--- config.mk ---
export PLATFORM = sky130hd
export DESIGN_NAME = branch_predict_unit
export DESIGN_NICKNAME = d
export VERILOG_FILES = /design/src/rtl/branch_predict_unit.sv
export SDC_FILE = /design/constraint.sdc
export NUM_CORES = 2
export LEC_CHECK = 0
export CELL_PAD_IN_SITES_DETAIL_PLACEMENT = 0
export CELL_PAD_IN_SITES_GLOBAL_PLACEMENT = 1
export CORE_MARGIN = 2
export CORE_UTILIZATION = 32
export CTS_CLUSTER_SIZE = 12
export DETAILED_ROUTE_END_ITERATION = 10
export PLACE_DENSITY_LB_ADDON = 0.1
export SLEW_MARGIN = 20
export SYNTH_ARGS = -nofsm -noshare
export SYNTH_HDL_FRONTEND = slang
export SYNTH_SLANG_ARGS = --single-unit
--- constraint.sdc ---
create_clock -name clk -period 6.9 [get_ports clk]
set_input_delay 0.69 -clock clk [delete_from_list [all_inputs] [get_ports clk]]
set_output_delay 0.69 -clock clk [all_outputs]
set_load 0.005 [all_outputs]
--- src/rtl/branch_predict_unit.sv ---
// Branch predictor: direct-mapped BHT/BTB with 2-bit counters, in-unit branch
// resolution, registered mispredict redirect and saturating performance counters.
module branch_predict_unit #(
  parameter int unsigned XLEN    = 32,
  parameter int unsigned ENTRIES = 16,
  parameter int unsigned CNT_W   = 16
) (
  input  logic              clk,
  input  logic              rst,
  input  logic [XLEN-1:0]   lk_pc,
  output logic              lk_taken,
  output logic [XLEN-1:0]   lk_target,
  input  logic              res_valid,
  input  logic [XLEN-1:0]   res_pc,
  input  logic [XLEN-1:0]   res_s1,
  input  logic [XLEN-1:0]   res_s2,
  input  logic [XLEN-1:0]   res_imm,
  input  logic [2:0]        res_funct3,
  input  logic              res_pred_taken,
  input  logic [XLEN-1:0]   res_pred_target,
  output logic              redirect_valid,
  output logic [XLEN-1:0]   redirect_pc,
  output logic [CNT_W-1:0]  br_count,
  output logic [CNT_W-1:0]  mis_count
);

  localparam int unsigned IDX_W = $clog2(ENTRIES);
  localparam int unsigned TAG_W = XLEN - IDX_W - 2;

  logic [1:0]       cnt_q [ENTRIES];
  logic [ENTRIES-1:0] vld_q;
  logic [TAG_W-1:0] tag_q [ENTRIES];
  logic [XLEN-1:0]  tgt_q [ENTRIES];

  logic [IDX_W-1:0] lk_idx;
  logic [TAG_W-1:0] lk_tag;
  logic [IDX_W-1:0] res_idx;
  logic [TAG_W-1:0] res_tag;
  logic             is_branch;
  logic             actual;
  logic             upd;
  logic             mispred;
  logic             res_hit;
  logic [1:0]       cnt_base;
  logic [1:0]       cnt_nxt;
  logic [XLEN-1:0]  res_tgt;
  logic [XLEN-1:0]  res_seq;
  logic             unused_ok;

  assign lk_idx  = lk_pc[IDX_W+1:2];
  assign lk_tag  = lk_pc[XLEN-1:IDX_W+2];
  assign res_idx = res_pc[IDX_W+1:2];
  assign res_tag = res_pc[XLEN-1:IDX_W+2];
  assign unused_ok = ^{lk_pc[1:0], res_pc[1:0]};

  // Lookup reads registered state only; same-cycle updates are not bypassed.
  assign lk_taken  = vld_q[lk_idx] && (tag_q[lk_idx] == lk_tag) && cnt_q[lk_idx][1];
  assign lk_target = lk_taken ? tgt_q[lk_idx] : lk_pc + XLEN'(4);

  // Branch outcome; funct3 010/011 are not branches and are ignored.
  always_comb begin
    is_branch = 1'b1;
    actual    = 1'b0;
    case (res_funct3)
      3'b000:  actual = (res_s1 == res_s2);
      3'b001:  actual = (res_s1 != res_s2);
      3'b100:  actual = ($signed(res_s1) <  $signed(res_s2));
      3'b101:  actual = ($signed(res_s1) >= $signed(res_s2));
      3'b110:  actual = (res_s1 <  res_s2);
      3'b111:  actual = (res_s1 >= res_s2);
      default: is_branch = 1'b0;
    endcase
  end

  assign upd     = res_valid && is_branch;
  assign res_tgt = res_pc + res_imm;
  assign res_seq = res_pc + XLEN'(4);
  assign mispred = (actual != res_pred_taken) || (actual && (res_pred_target != res_tgt));
  assign res_hit = vld_q[res_idx] && (tag_q[res_idx] == res_tag);

  // Counter update: a tag miss restarts the entry at weakly-not-taken first.
  always_comb begin
    cnt_base = res_hit ? cnt_q[res_idx] : 2'b01;
    cnt_nxt  = cnt_base;
    if (actual) begin
      if (cnt_base != 2'b11) cnt_nxt = cnt_base + 2'd1;
    end else begin
      if (cnt_base != 2'b00) cnt_nxt = cnt_base - 2'd1;
    end
  end

  always_ff @(posedge clk) begin
    if (rst) begin
      vld_q <= '0;
      for (int unsigned i = 0; i < ENTRIES; i++) cnt_q[i] <= 2'b01;
    end else if (upd) begin
      cnt_q[res_idx] <= cnt_nxt;
      if (actual) vld_q[res_idx] <= 1'b1;
    end
  end

  // Tag and target carry no reset; they are only meaningful behind a valid bit.
  always_ff @(posedge clk) begin
    if (!rst && upd && actual) begin
      tag_q[res_idx] <= res_tag;
      tgt_q[res_idx] <= res_tgt;
    end
  end

  always_ff @(posedge clk) begin
    if (rst) begin
      redirect_valid <= 1'b0;
      redirect_pc    <= '0;
      br_count       <= '0;
      mis_count      <= '0;
    end else begin
      redirect_valid <= upd && mispred;
      if (upd && mispred) redirect_pc <= actual ? res_tgt : res_seq;
      if (upd && (br_count != '1)) br_count <= br_count + CNT_W'(1);
      if (upd && mispred && (mis_count != '1)) mis_count <= mis_count + CNT_W'(1);
    end
  end

endmodule

# Word level (Yosys, flattened, before mapping)
# Memory sizes are Yosys's and may differ from the RTL's.
# Index checks and enable logic that the tools add are counted.
# totals
reg_bits	81
ram_bits	960
output_inout_bits	98
mem_count	3
# memory_table
memory	words	word_bits	read_ports	rd_clocked_by_memory_dff	write_ports	line	source
tgt_q	16	32	1	0	1	33	logic [XLEN-1:0] tgt_q [ENTRIES];
tag_q	16	26	2	0	1	32	logic [TAG_W-1:0] tag_q [ENTRIES];
cnt_q	16	2	2	0	16	30	logic [1:0] cnt_q [ENTRIES];
# classes
add_sub_neg	7
order_cmp	7
n_eq_ne	14
muxes	24
bitwise_logic	1
n_reduce_logical	18
# ops
operator	n
adder 32 x 3 -> 32 bit (second input constant)	2
greater-or-equal comparator 32 bit	2
< comparator 32 bit	2
two-way mux 32 bit	2
!= test 32 bit	2
== test 26 bit	2
adder 16 x 1 -> 16 bit (second input constant)	2
adder 32 bit	1
== test 32 bit	1
!= test 16 bit (second input constant)	2
OR 16 bit	1
== test 3 bit (second input constant)	4
two-way mux 1 bit	12
logical AND 1 bit	11
< comparator 4 x 5 -> 1 bit (second input constant)	2
two-way mux 2 bit	5
binary-select mux 1 bit (select 4 bit)	2
case mux 1 bit (6 select lines)	1
OR reduction 6 bit	1
demux 1 bit (select 4 bit)	1
greater-or-equal comparator 4 x 1 -> 1 bit (second input constant)	1
two-way mux 4 bit	1
== test 3 x 1 -> 1 bit (second input constant)	1
logical NOT 3 bit	1
9 further kinds	9

# Longest topological paths before layout
# logic_depth
word_depth	9
mapped_depth	16
ltp_nobuf	14

# Worst setup path before layout
# Ideal clock, no wire load.
# synth_path
path_kind	input to register
start	in res_s2[1]
end	mem tag_q[10][0] (netlist name) (enable)
arrival_time_ns	5.399
path_slack_ns	1.026
path_stages	13
cell_sequence	inv_1 -> ha_1 -> nor2b_1 -> o211ai_1 -> a21oi_1 -> or4_1 -> a21oi_1 -> xor2_1 -> a311oi_1 -> clkbuf_1 -> buf_1 -> buf_1 -> nor2_1
# synth_via
elab_chain_cells	5
word_cells_on_any_way	10
classes_between	4 x order compare; 2 x eq/ne; 3 x mux; 1 x reduce/logical
# synth_lines
item	line	source
start: declaration	16	input logic [XLEN-1:0] res_s2,
greater-or-equal comparator 32 bit (tied with other cells)	70	3'b111: actual = (res_s1 >= res_s2);
case mux 1 bit (6 select lines) *	64	case (res_funct3)
logical AND 1 bit *	104	if (!rst && upd && actual) begin
two-way mux 1 bit *	104	
two-way mux 1 bit (not written as such) *	105	tag_q[res_idx] <= res_tag;
end: declaration	32	
# Mark *: on every way between the ends. The rest lies on a longest branch, timed or not.

# Final worst setup path
# layout_path
start	in lk_pc[2]
end	out lk_target[18]
# layout_via
elab_chain_cells	5
word_cells_on_any_way	10
classes_between	1 x add/sub; 1 x eq/ne; 3 x mux; 2 x reduce/logical; 3 x memory
# layout_lines
item	line	source
start: declaration	10	input logic [XLEN-1:0] lk_pc,
memory read (16 x 26 bit) or binary-select mux 1 bit (select 4 bit) (tied branches)	--	
== test 26 bit or two-way mux 1 bit (tied branches)	57	assign lk_taken = vld_q[lk_idx] && (tag_q[lk_idx] == lk_tag) && cnt_q[lk_idx][1];
logical AND 1 bit (2 in series)	57	
two-way mux 32 bit *	58	assign lk_target = lk_taken ? tgt_q[lk_idx] : lk_pc + XLEN'(4);
end: declaration	12	output logic [XLEN-1:0] lk_target,
# Mark *: on every way between the ends. The rest lies on a longest branch, timed or not. The select of a mux whose other input is x is not followed.

==> results_dict.tcl <==
set metrics [dict create \
    status "finished, final reports clean" \
    io-pin-count 297 \
    fin_crit_sh_pct 89.5 \
    cts_tree "built" \
    combPwrFrac_pct 12.7 \
    vias 29900 \
    die_h_um 396 \
    clock-root-buffer "clkbuf_16" \
    yosysMostFrequentCell "edfxtp_1" \
    hold_violations 0 \
    antenna_found_initial 27 \
    initial_utilization_pct 32.3 \
    endpoint_kind "output pin" \
    multi_input_area_mm2 0.0177 \
    async_flop_share_pct 0 \
    dpl_cell_area_mm2 0.0551 \
    die_w_um 396 \
    final_cells 5412 \
    final.fill_count 14000 \
    netlist_top_cells_count "960 x edfxtp_1, 435 x mux4_2, 143 x nor2_1, 140 x nand2_1, 110 x xnor2_1" \
    grt_pass1_vias 30700 \
    regArea_mm2 0.0304 \
    hold_path.class "in -> reg" \
    wl_per_cell_um 31.7 \
    r2r_end "cnt_q[3][1]" \
    ys_top_cells_by_area "edfxtp_1 59%, mux4_2 20%, dfxtp_1 3.3%, xnor2_1 2.0%, ha_1 1.8%" \
    reg2reg_depth 10 \
    period_needed_ns 6.17 \
    preCtsSetupSlack_ns 0.738 \
    worstHoldStart "rst" \
    min_to "br_count[10]" \
    synth.avg_cell_area_um2 16.8 \
    synth_top_area_share_pct 58.7 \
    p_per_area_mw_per_mm2 254 \
    route.detailed.drc 0 \
    grt_pass1_wl_um 239000 \
    dieArea_mm2 0.157 \
    setup_viol 0 \
    ir_drop_uv 192 \
    yosys.area.top_type "edfxtp_1" \
    grt_setup_unrepaired "no" \
    arrival_ns 5.48 \
    maxSlewViolCount 0 \
    hpwl_um 113000 \
    place_congestion 0.907 \
    area_growth_pct 19.7 \
    post-route-cell-area_mm2 0.0588 \
    first_pass_iters 5 \
    swShare_pct 25.3 \
    synth-seq-area-share_pct 62.0 \
    critPathKind "in -> out" \
    clock_latency_ns 0.78 \
    synth-seq-cells 1041 \
    grt_max_degree 92 \
    syn-num-nets 3193 \
    hold_depth 2 \
    post_cts_resize_count 0 \
    num_rows 143 \
    track_usage_pct 21.7 \
    seq_power_share_pct 47.9 \
    synth_cell_type_count 69 \
    start_kind "input pin" \
    p_switching_mw 3.77 \
    internal-power_mw 11.1 \
    finalSetupTns_ns 0 \
    clk_pin_slew_ns 0.05 \
    cts-hold-fix-buffers 0 \
    slew-limit-headroom_pct 23.5 \
    yosys_most_used_dff "edfxtp_1" \
    antenna_left 0 \
    wl_um 172000 \
    clockBufferDepth 3 \
    cts.sinks 1041 \
    worstPathRequired_ns 6.21 \
    overflow 0 \
    cts_buffers 117 \
    synth_enable_flop_cells 960 \
    drive_above_1_share_pct 23.1 \
    post-place-cells 5195 \
    fmax_ghz 0.162 \
    cap_violations 0 \
    setup_ws_ns 0.725 \
    cp_max_fo 61 \
    io_buffers 296 \
    p_clk_share_pct 39.4 \
    htreeDepth 3 \
    hold_ws_ns 0.440 \
    r2r_slack_ns 3.61 \
    synth_cells 2923 \
    cts_setup_buffers 0 \
    finalNetCount 3555 \
    ys_warn_count 0 \
    worst_slew_pin_slew_ns 1.14 \
    p_leak_nw 18.7 \
    reg2reg_from "tag_q[15][7]" \
    core_area_mm2 0.152 \
    first_iter_violations 2935 \
    worst_clock_skew_ns 0.0547 \
    via_per_inst 5.52 \
    synth_area_mm2 0.0491 \
]
==> worst max path at each step <==
stage,depth (start not counted),endpoint,startpoint
final,11,lk_target[18],lk_pc[2]
after global routing,11,lk_target[18],lk_pc[2]
after CTS,11,lk_target[18],lk_pc[2]
after detailed placement,11,lk_target[18],lk_pc[2]
after global placement,11,lk_target[18],lk_pc[2]
after floorplan,13,tag_q[10][0],res_s2[1]
==> through the flow <==
step	power [mW]	utilization, %
global placement	9.14	36.2
finish	14.9	38.6
CTS	15.1	38.6
global route	15.4	38.6
detailed placement	9.16	36.3
floorplan	8.24	-
==> worst max-delay path: stages <==
cell             delay (ns)
buf_8                  0.53
mux4_2                 0.61
mux4_2                 0.56
xnor2_1                0.24
nand2_1                0.10
or3b_1                 0.40
or4_1                  0.48
or4b_4                 0.72
buf_12                 0.27
mux2_2                 0.23
clkdlybuf4s50_1        0.49
==> state kept, by name, indices dropped and copies added (netlist names) <==
register	flops
br_count	16
cnt_q	32
redirect_valid	1
tgt_q	512
vld_q	16
mis_count	16
redirect_pc	32
tag_q	416
==> layer usage <==
| metal | track usage, % | up-vias | wire [um] |
|---|---|---|---|
| li1 | - | 12600 | - |
| met1 | 30.1 | 15800 | 74600 |
| met2 | 34.7 | 1199 | 80700 |
| met3 | 5.06 | 221 | 12900 |
| met4 | 4.53 | 32 | 3290 |
| met5 | 0 | - | 207 |
==> power by group through the flow <==
stage	Combinational (mW)	Sequential, mW	Clock, mW
floorplan	0.972	7.27	0
global placement	1.87	7.27	0
detailed placement	1.89	7.27	0
CTS	1.90	7.14	6.02
global route	2.01	7.14	6.26
finish	1.89	7.14	5.88
==> layout by cell type (no fill, tap or decap), types with 51 or more instances in the layout <==
master and count:
clkdlybuf4s50_1 287, xnor2_1 110, inv_1 76, buf_4 118, dfxtp_1 81, mux4_2 435
clkbuf_16 117, nand4_1 51, nor2_1 127, a21oi_1 88, o21ai_0 93, nand3_1 75
ha_1 70, xor2_1 56, edfxtp_1 960, nand2_1 140
==> layout make-up <==
cell class | instances | share of cell area, %
antenna | 9 | 0.0383
clock buffer | 145 | 5.18
clock inverter | 62 | 0.882
inverter | 76 | 0.485
multi-input combinational | 1623 | 30.2
sequential | 1041 | 51.8
tap | 2030 | 4.32
timing repair buffer | 426 | 7.07
==> logic make-up (layout without fill, tap and decap cells) <==
| kind of cell | Yosys count | in the layout | share of synthesized area (%) |
|---|---|---|---|
| AOI/OAI and AO/OA | 329 | 329 | 4.22 |
| other | 0 | 9 | 0 |
| DFF | 1041 | 1041 | 62.0 |
| buffers and inverters | 259 | 709 | 2.20 |
| adders and majority gates | 72 | 72 | 1.84 |
| xor gates and xnor gates | 174 | 174 | 3.31 |
| muxes | 458 | 458 | 20.5 |
| and+or+nand+nor | 590 | 590 | 5.96 |
Note: power is estimated with default switching activity, not from simulation.
